--- src/rtl/matmul_pkg.sv ---
// matmul_pkg: shared types and constants for the matrix-multiply sequencer.
// Holds the FSM state encoding, header field layout, size limits and A base.
package matmul_pkg;

  typedef enum logic [3:0] {
    IDLE,
    HDR,
    CHECK,
    ISSUE,
    FETCH,
    SEND,
    WAIT_RES,
    WRITE,
    DONE
  } state_t;

  // header word: M in [7:0], K in [15:8], N in [23:16]
  localparam int DIM_W     = 8;
  localparam int MAX_LEN   = 100;
  localparam int HDR_M_LSB = 0;
  localparam int HDR_K_LSB = 8;
  localparam int HDR_N_LSB = 16;

  // A starts right after the header word
  localparam int A_BASE = 1;

endpackage

--- src/rtl/matmul_addr_gen.sv ---
// matmul_addr_gen: row/col/idx pointers and the A, B and C RAM addresses.
// Ports: clear loads bases, step_idx advances one pair, step_elem one C
// element; addr_op_a/addr_op_b/addr_c, last_idx and last_elem are outputs.
module matmul_addr_gen
  import matmul_pkg::*;
#(
  parameter int ADDR_WIDTH = 12,
  parameter int CNT_W      = 8
) (
  input  logic                  clk,
  input  logic                  reset,
  input  logic                  clear,
  input  logic                  step_idx,
  input  logic                  step_elem,
  input  logic [CNT_W-1:0]      m,
  input  logic [CNT_W-1:0]      k,
  input  logic [CNT_W-1:0]      n,
  input  logic [ADDR_WIDTH-1:0] b_base,
  input  logic [ADDR_WIDTH-1:0] c_base,
  output logic [ADDR_WIDTH-1:0] addr_op_a,
  output logic [ADDR_WIDTH-1:0] addr_op_b,
  output logic [ADDR_WIDTH-1:0] addr_c,
  output logic                  last_idx,
  output logic                  last_elem
);

  localparam logic [CNT_W-1:0] ONE = CNT_W'(1);

  logic [CNT_W-1:0]      row;
  logic [CNT_W-1:0]      col;
  logic [CNT_W-1:0]      idx;
  logic [ADDR_WIDTH-1:0] a_row;
  logic [ADDR_WIDTH-1:0] a_ptr;
  logic [ADDR_WIDTH-1:0] b_ptr;
  logic [ADDR_WIDTH-1:0] b_base_q;
  logic [ADDR_WIDTH-1:0] c_ptr;
  logic [ADDR_WIDTH-1:0] k_w;
  logic [ADDR_WIDTH-1:0] n_w;
  logic                  col_wrap;

  assign k_w      = ADDR_WIDTH'(k);
  assign n_w      = ADDR_WIDTH'(n);
  assign col_wrap = (col == n - ONE);

  assign last_idx  = (idx == k - ONE);
  assign last_elem = (row == m - ONE) && col_wrap;

  assign addr_op_a = a_ptr;
  assign addr_op_b = b_ptr;
  assign addr_c    = c_ptr;

  // a_row tracks 1+row*K so a new row never needs a multiply
  always_ff @(posedge clk or negedge reset) begin
    if (!reset) begin
      row      <= '0;
      col      <= '0;
      idx      <= '0;
      a_row    <= '0;
      a_ptr    <= '0;
      b_ptr    <= '0;
      b_base_q <= '0;
      c_ptr    <= '0;
    end else if (clear) begin
      row      <= '0;
      col      <= '0;
      idx      <= '0;
      a_row    <= ADDR_WIDTH'(A_BASE);
      a_ptr    <= ADDR_WIDTH'(A_BASE);
      b_ptr    <= b_base;
      b_base_q <= b_base;
      c_ptr    <= c_base;
    end else if (step_idx) begin
      idx   <= idx + ONE;
      a_ptr <= a_ptr + ADDR_WIDTH'(1);
      b_ptr <= b_ptr + n_w;
    end else if (step_elem) begin
      idx   <= '0;
      c_ptr <= c_ptr + ADDR_WIDTH'(1);
      if (col_wrap) begin
        col   <= '0;
        row   <= row + ONE;
        a_row <= a_row + k_w;
        a_ptr <= a_row + k_w;
        b_ptr <= b_base_q;
      end else begin
        col   <= col + ONE;
        a_ptr <= a_row;
        b_ptr <= b_base_q + ADDR_WIDTH'(col)
                 + ADDR_WIDTH'(1);
      end
    end
  end

endmodule

--- src/rtl/matmul_sequencer.sv ---
// matmul_sequencer: reads header/operands from RAM, feeds the MAC unit and
// writes C back. Ports: start/busy/done/size_err control, RAM ports A/B
// (addr, we, din, dout_a), MAC operand handshake and result input.
module matmul_sequencer
  import matmul_pkg::*;
#(
  parameter int DATA_WIDTH = 32,
  parameter int ADDR_WIDTH = 12,
  parameter int MAX_LEN    = matmul_pkg::MAX_LEN,
  parameter int DIM_W      = matmul_pkg::DIM_W
) (
  input  logic                  clk,
  input  logic                  reset,
  input  logic                  start,
  output logic                  busy,
  output logic                  done,
  output logic                  size_err,
  output logic [ADDR_WIDTH-1:0] addr_a,
  output logic [ADDR_WIDTH-1:0] addr_b,
  output logic                  we_a,
  output logic                  we_b,
  input  logic [DATA_WIDTH-1:0] din_a,
  input  logic [DATA_WIDTH-1:0] din_b,
  output logic [DATA_WIDTH-1:0] dout_a,
  output logic [DATA_WIDTH-1:0] mac_a,
  output logic [DATA_WIDTH-1:0] mac_b,
  output logic                  mac_valid,
  output logic                  mac_last,
  input  logic                  mac_ready,
  input  logic                  res_valid,
  input  logic [DATA_WIDTH-1:0] res_data
);

  localparam int PW = 2 * DIM_W;
  localparam logic [DIM_W-1:0] LEN_MAX = DIM_W'(MAX_LEN);
  localparam logic [31:0] ADDR_TOP =
    32'((64'd1 << ADDR_WIDTH) - 64'd1);

  state_t state_q;
  state_t state_d;

  logic [DIM_W-1:0]      m_q;
  logic [DIM_W-1:0]      k_q;
  logic [DIM_W-1:0]      n_q;
  logic [PW-1:0]         mk_q;
  logic [PW-1:0]         kn_q;
  logic [PW-1:0]         mn_q;
  logic [DATA_WIDTH-1:0] res_q;
  logic [DATA_WIDTH-1:0] mac_a_q;
  logic [DATA_WIDTH-1:0] mac_b_q;
  logic                  size_err_q;

  logic [DIM_W-1:0]      hdr_m;
  logic [DIM_W-1:0]      hdr_k;
  logic [DIM_W-1:0]      hdr_n;
  logic [31:0]           c_end;
  logic                  hdr_bad;
  logic [ADDR_WIDTH-1:0] b_base_c;
  logic [ADDR_WIDTH-1:0] c_base_c;

  logic                  clear;
  logic                  step_idx;
  logic                  step_elem;
  logic                  err_set;
  logic [ADDR_WIDTH-1:0] op_a;
  logic [ADDR_WIDTH-1:0] op_b;
  logic [ADDR_WIDTH-1:0] c_addr;
  logic                  last_idx;
  logic                  last_elem;

  assign hdr_m = din_a[HDR_M_LSB +: DIM_W];
  assign hdr_k = din_a[HDR_K_LSB +: DIM_W];
  assign hdr_n = din_a[HDR_N_LSB +: DIM_W];

  // last C address is C_BASE+M*N-1 = M*K + K*N + M*N
  assign c_end = 32'(mk_q) + 32'(kn_q) + 32'(mn_q);

  assign hdr_bad = (m_q == '0) || (k_q == '0) ||
                   (n_q == '0) || (m_q > LEN_MAX) ||
                   (k_q > LEN_MAX) || (n_q > LEN_MAX) ||
                   (c_end > ADDR_TOP);

  assign b_base_c = ADDR_WIDTH'(A_BASE + 32'(mk_q));
  assign c_base_c = ADDR_WIDTH'(A_BASE + 32'(mk_q)
                                + 32'(kn_q));

  matmul_addr_gen #(
    .ADDR_WIDTH (ADDR_WIDTH),
    .CNT_W      (DIM_W)
  ) u_addr_gen (
    .clk       (clk),
    .reset     (reset),
    .clear     (clear),
    .step_idx  (step_idx),
    .step_elem (step_elem),
    .m         (m_q),
    .k         (k_q),
    .n         (n_q),
    .b_base    (b_base_c),
    .c_base    (c_base_c),
    .addr_op_a (op_a),
    .addr_op_b (op_b),
    .addr_c    (c_addr),
    .last_idx  (last_idx),
    .last_elem (last_elem)
  );

  always_ff @(posedge clk or negedge reset) begin
    if (!reset) begin
      state_q <= IDLE;
    end else begin
      state_q <= state_d;
    end
  end

  always_comb begin
    state_d   = state_q;
    addr_a    = '0;
    addr_b    = '0;
    we_a      = 1'b0;
    dout_a    = '0;
    clear     = 1'b0;
    step_idx  = 1'b0;
    step_elem = 1'b0;
    err_set   = 1'b0;
    unique case (state_q)
      IDLE: begin
        if (start) state_d = HDR;
      end
      HDR: begin
        state_d = CHECK;
      end
      CHECK: begin
        if (hdr_bad) begin
          err_set = 1'b1;
          state_d = DONE;
        end else begin
          clear   = 1'b1;
          state_d = ISSUE;
        end
      end
      ISSUE: begin
        addr_a  = op_a;
        addr_b  = op_b;
        state_d = FETCH;
      end
      FETCH: begin
        addr_a  = op_a;
        addr_b  = op_b;
        state_d = SEND;
      end
      SEND: begin
        addr_a = op_a;
        addr_b = op_b;
        if (mac_ready) begin
          if (last_idx) begin
            state_d = WAIT_RES;
          end else begin
            step_idx = 1'b1;
            state_d  = ISSUE;
          end
        end
      end
      WAIT_RES: begin
        if (res_valid) state_d = WRITE;
      end
      WRITE: begin
        addr_a    = c_addr;
        we_a      = 1'b1;
        dout_a    = res_q;
        step_elem = 1'b1;
        state_d   = last_elem ? DONE : ISSUE;
      end
      DONE: begin
        state_d = IDLE;
      end
      default: begin
        state_d = IDLE;
      end
    endcase
  end

  // products come straight from the header read so CHECK sees them
  always_ff @(posedge clk or negedge reset) begin
    if (!reset) begin
      m_q        <= '0;
      k_q        <= '0;
      n_q        <= '0;
      mk_q       <= '0;
      kn_q       <= '0;
      mn_q       <= '0;
      res_q      <= '0;
      mac_a_q    <= '0;
      mac_b_q    <= '0;
      size_err_q <= 1'b0;
    end else begin
      if (state_q == HDR) begin
        m_q  <= hdr_m;
        k_q  <= hdr_k;
        n_q  <= hdr_n;
        mk_q <= PW'(hdr_m) * PW'(hdr_k);
        kn_q <= PW'(hdr_k) * PW'(hdr_n);
        mn_q <= PW'(hdr_m) * PW'(hdr_n);
      end
      if (state_q == FETCH) begin
        mac_a_q <= din_a;
        mac_b_q <= din_b;
      end
      if (state_q == WAIT_RES && res_valid) begin
        res_q <= res_data;
      end
      if (state_q == IDLE && start) begin
        size_err_q <= 1'b0;
      end else if (err_set) begin
        size_err_q <= 1'b1;
      end
    end
  end

  assign busy      = (state_q != IDLE);
  assign done      = (state_q == DONE);
  assign size_err  = size_err_q;
  assign we_b      = 1'b0;
  assign mac_a     = mac_a_q;
  assign mac_b     = mac_b_q;
  assign mac_valid = (state_q == SEND);
  assign mac_last  = mac_valid && last_idx;

endmodule

--- config.mk ---
export PLATFORM = sky130hd
export DESIGN_NAME = matmul_sequencer
export DESIGN_NICKNAME = d
export VERILOG_FILES = /design/src/rtl/matmul_pkg.sv /design/src/rtl/matmul_addr_gen.sv /design/src/rtl/matmul_sequencer.sv
export SDC_FILE = /design/constraint.sdc
export NUM_CORES = 1
export LEC_CHECK = 0
export CAP_MARGIN = 20
export CELL_PAD_IN_SITES_DETAIL_PLACEMENT = 1
export CELL_PAD_IN_SITES_GLOBAL_PLACEMENT = 2
export CORE_MARGIN = 2
export CORE_UTILIZATION = 36
export CTS_CLUSTER_DIAMETER = 80
export DETAILED_ROUTE_END_ITERATION = 7
export GPL_TIMING_DRIVEN = 0
export PLACE_DENSITY = 0.8
export SYNTH_ARGS = -nofsm -noshare
export SYNTH_HDL_FRONTEND = slang
export SYNTH_SLANG_ARGS = --single-unit
--- constraint.sdc ---
create_clock -name clk -period 4.7 [get_ports clk]
set_clock_uncertainty 0.05 [all_clocks]
set_input_delay 0.94 -clock clk [delete_from_list [all_inputs] [get_ports clk]]
set_output_delay 0.94 -clock clk [all_outputs]
set_load 0.05 [all_outputs]
==> impl_metrics.csv <==
group,metric,value,unit
placed_design,port_buffers,218,
worst_setup_path,path_delay_family,"adder cells",
cts,clk_pin_slew,60,ps
run,drv_cap,0,
yosys,synthAdderAreaFrac,22.5,%
routing,wl,73400,microns
yosys,async_flop_share,100,%
worst_setup_path,max_stage_delay,590,ps
timing,worst_slew_pin_slew,1010,ps
timing,finalHoldViolations,0,
pwr,p_leak,12.6,nW
routing,ant_nets,0,
placed_design,dp_hpwl,56000,microns
yosys,avgSynthCellArea,9.22,sq um
cells_and_area,final.fill_count,6555,
min_path,hold_path_class,"input port to asynchronous set/reset pin",
global_routing,grt_max_degree,92,
global_routing,grt_busiest_layer,"met2",
cts,cts_tree,"done",
routing,drc,0,
cells_and_area,area_growth_syn_to_layout,27.8,%
routing,drt_iter0_markers,915,
cts,numCtsBuffers,34,
cts,root_buffer,"clkbuf_16",
cts,clock_sinks,257,
pwr,vdd_drop_max,0.464,mV
routing,vias,17600,
timing,clock.fmax,0.214,GHz
global_routing,gr-usage-met3,3.19,%
global_routing,grtUsageMet2,41.1,%
global_routing,antenna_found_initial,2,
placed_design,place.gp.congestion,0.849,
yosys,synthMuxAreaShare,5.84,%
yosys,synthSimpleGateAreaFrac,18.1,%
pwr,power_density,673,mW/mm^2
cts,htree_levels,2,
routing,wl_per_cell,21.9,microns
global_routing,grtUsageMet1,31.2,%
worst_setup_path,reg2reg_depth,14,
global_routing,grt_pass1_vias,18800,
timing,worst_slack,29.6,ps
worst_setup_path,cp_max_fo,5,
yosys,ys.flop_type,"dfrtp_1",
cells_and_area,multi_input_area,0.0135,sq mm
worst_setup_path,endpoint_kind,"flip-flop",
yosys,synth_edf_count,0,
timing,setup_viol,0,
cts,clock_latency,560,ps
global_routing,grt_pass1_wl,111000,microns
pwr,finalPower,17.9,mW
timing,fin_crit_sh,99.4,%
worst_setup_path,critPathRequiredTime,5080,ps
routing,via_per_inst,5.27,
cells_and_area,final_area,0.0265,sq mm
worst_setup_path,crit_type,"input port to flip-flop",
yosys,ys_ff_latch,257,
worst_setup_path,crit_top_cell,"fa_1",
worst_setup_path,worst-path-buf-inv,6,
die,rows,88,
yosys,synth_top_family_by_area,"adder cells",
yosys,ys_types,84,
cells_and_area,regArea,0.00643,sq mm
yosys,netlist_area,0.0208,sq mm
cts,clockBufferDepth,3,
yosys,yosysSeqAreaShare,31.0,%
cts,cts_hold_buf,0,
worst_setup_path,crit_cells,18,
worst_setup_path,r2r-start,"mk_q[1]",
die,die_h,244,microns
worst_setup_path,cp_slowest_cell,"fa_1",
timing,post-route-min-period,4670,ps
routing,dr.pass1.iters,5,
status,status,"complete, no violations",
die,core,0.0574,sq mm
worst_setup_path,cp.arrival,5050,ps
yosys,synth_xor_area_share,5.04,%
die,initial_core_util,36.2,%
die,die_w,244,microns
worst_setup_path,crit_path_start_kind,"input port",
cells_and_area,drive_above_1_share,14.5,%
worst_setup_path,worstPathCellList,"buf_12 > clkbuf_16 > buf_6 > nand2_4 > fa_1 > inv_1 > fa_1 > inv_2 > fa_1 > inv_2 > fa_1 > ha_4 > a21o_1 > a31oi_4 > o21ai_2 > o41ai_2 > xor2_1 > o21ai_1",
worst_setup_path,cp-startpoint,"din_a[20]",
worst_setup_path,r2r_end,"state_q[1]",
placed_design,pre_cts_ws,-1750,ps
global_routing,overflow,0,
die,die-area,0.0596,sq mm
yosys,synth_nets,2651,
cells_and_area,layout.nets,2953,
yosys,synthCells,2254,
global_routing,grtUsageTotal,24.2,%
die,io_pins,228,
timing,drv_slew,0,
worst_setup_path,endpoint,"mn_q[14]",
yosys,synth_compound_gate_area_share,11.6,%
yosys,ys.warnings.count,0,
placed_design,place_area,0.0244,sq mm
timing,rsz0062_at_grt,"true",
worst_setup_path,r2r_slack,400,ps
timing,max-slew-margin-rel,32.5,%
==> stage by stage <==
| step | hold slack (ps) | utilization (%) | setup TNS, ps | std cells |
|---|---|---|---|---|
| after floorplan | 400 | - | -88.8 | 2254 |
| after global placement | 425 | 42.4 | -2423370 | 3237 |
| after detailed placement | 436 | 42.5 | -39870 | 3240 |
| after CTS | 370 | 45.0 | 0 | 3302 |
| after global routing | 362 | 46.3 | -241 | 3345 |
| final | 319 | 46.3 | 0 | 3346 |
==> area by class of cell <==
cell class | count | area share, %
flip-flops and latches | 257 | 24.2
well taps | 765 | 3.61
clock buffers | 51 | 3.98
diodes | 1 | 0.00943
inverters | 218 | 3.08
repair buffers | 269 | 10.4
plain buffers | 98 | 3.38
clock inverters | 9 | 0.646
multi-input cells | 1678 | 50.7
==> registers in the layout (all words and copies together) (netlist names) <==
signal	flops
k_q	8
kn_q	16
m_q	8
mac_a	32
mac_b	32
mk_q	16
mn_q	16
n_q	8
res_q	32
size_err	1
state_q	4
u_addr_gen.a_row	12
u_addr_gen.addr_c	12
u_addr_gen.addr_op_a	12
u_addr_gen.addr_op_b	12
u_addr_gen.b_base_q	12
u_addr_gen.col	8
u_addr_gen.idx	8
u_addr_gen.row	8
==> power breakdown <==
| group | total (mW) | switching, mW | internal [mW] |
|---|---|---|---|
| registers | 4.21 | 1.04 | 3.17 |
| logic | 10.8 | 6.50 | 4.31 |
| clock network | 2.85 | 1.08 | 1.78 |
| total | 17.9 | 8.61 | 9.26 |
==> cell families (layout without fill, tap and decap cells) <==
kind of cell	count (synthesis)	count (layout)
other	1	2
adders and majority gates	296	296
and+or+nand+nor	775	775
DFF	257	257
buffers and inverters	319	645
xor gates and xnor gates	118	118
muxes	109	109
AOI/OAI and AO/OA	379	379
==> worst register-to-register path: cells and delay by family, from the launching register on <==
kind / cells / cell delay, ps
AOI/OAI and AO/OA: 5 / 1360
adders and majority gates: 3 / 910
buffers and inverters: 4 / 850
and+or+nand+nor: 2 / 570
DFF: 1 / 400
==> synthesized netlist by cell type (24+ instances only) <==
| cell type | n | area share [%] |
|---|---|---|
| nand2_1 | 315 | 5.7 |
| dfrtp_1 | 257 | 31 |
| inv_1 | 217 | 3.9 |
| ha_1 | 167 | 10 |
| and2_1 | 134 | 4.0 |
| fa_1 | 129 | 12 |
| nor2_1 | 112 | 2.0 |
| a21oi_1 | 111 | 2.7 |
| o21ai_0 | 107 | 2.6 |
| mux2_2 | 97 | 5.3 |
| clkbuf_1 | 68 | 1.2 |
| xnor2_1 | 59 | 2.5 |
| xor2_1 | 58 | 2.4 |
| nand3_1 | 46 | 1.1 |
| nor3_1 | 39 | 0.94 |
| a21o_1 | 24 | 0.87 |
| and3_1 | 24 | 0.72 |
==> cell usage in the layout, fill, tap and decap left out, types with 8 or more instances in the layout <==
master,instances
a21o_1,24
fa_1,125
a22o_1,15
nor2_1,111
ha_4,8
buf_4,40
nand2b_1,14
and3_1,24
clkbuf_8,17
nand3_1,46
nor3b_1,8
inv_2,9
a21oi_1,104
inv_1,209
nand2_1,303
mux2_2,97
o21ai_0,99
buf_6,9
xor2_1,56
xnor2_1,57
buf_2,25
o211ai_1,12
buf_12,22
a31oi_1,13
nor3_1,34
o21a_1,14
buf_8,9
ha_1,157
dfrtp_1,257
nand4_1,15
nor2b_1,15
mux2i_1,12
clkdlybuf4s50_1,161
or3_1,14
clkbuf_16,46
clkbuf_1,35
and2_1,133
nor4_1,10
dlygate4sd2_1,39
==> worst min path at each step <==
stage,start,cells past startpoint,slack [ps],end
floorplan,mk_q[15],2,400,mk_q[15]
global placement,mk_q[15],2,420,mk_q[15]
detailed placement,res_q[12],1,440,res_q[12]
CTS,reset,1,370,u_addr_gen.addr_c[9]
global route,reset,1,360,u_addr_gen.addr_c[9]
finish,reset,1,320,u_addr_gen.addr_c[9]
==> per-layer routing <==
layer | up-vias | wire (microns)
li1 | 8157 | -
met1 | 8994 | 31900
met2 | 338 | 36300
met3 | 132 | 2700
met4 | 2 | 2520
met5 | - | 10
==> repair_timing <==
item | in CTS | in global routing
setup endpoints to repair | 74 | 29
pin swaps | 8 | 32
resized for setup | 179 | 96
setup buffers | 3 | 41
cloned | 0 | 4
No activity file was read; power rests on OpenSTA's default activity.
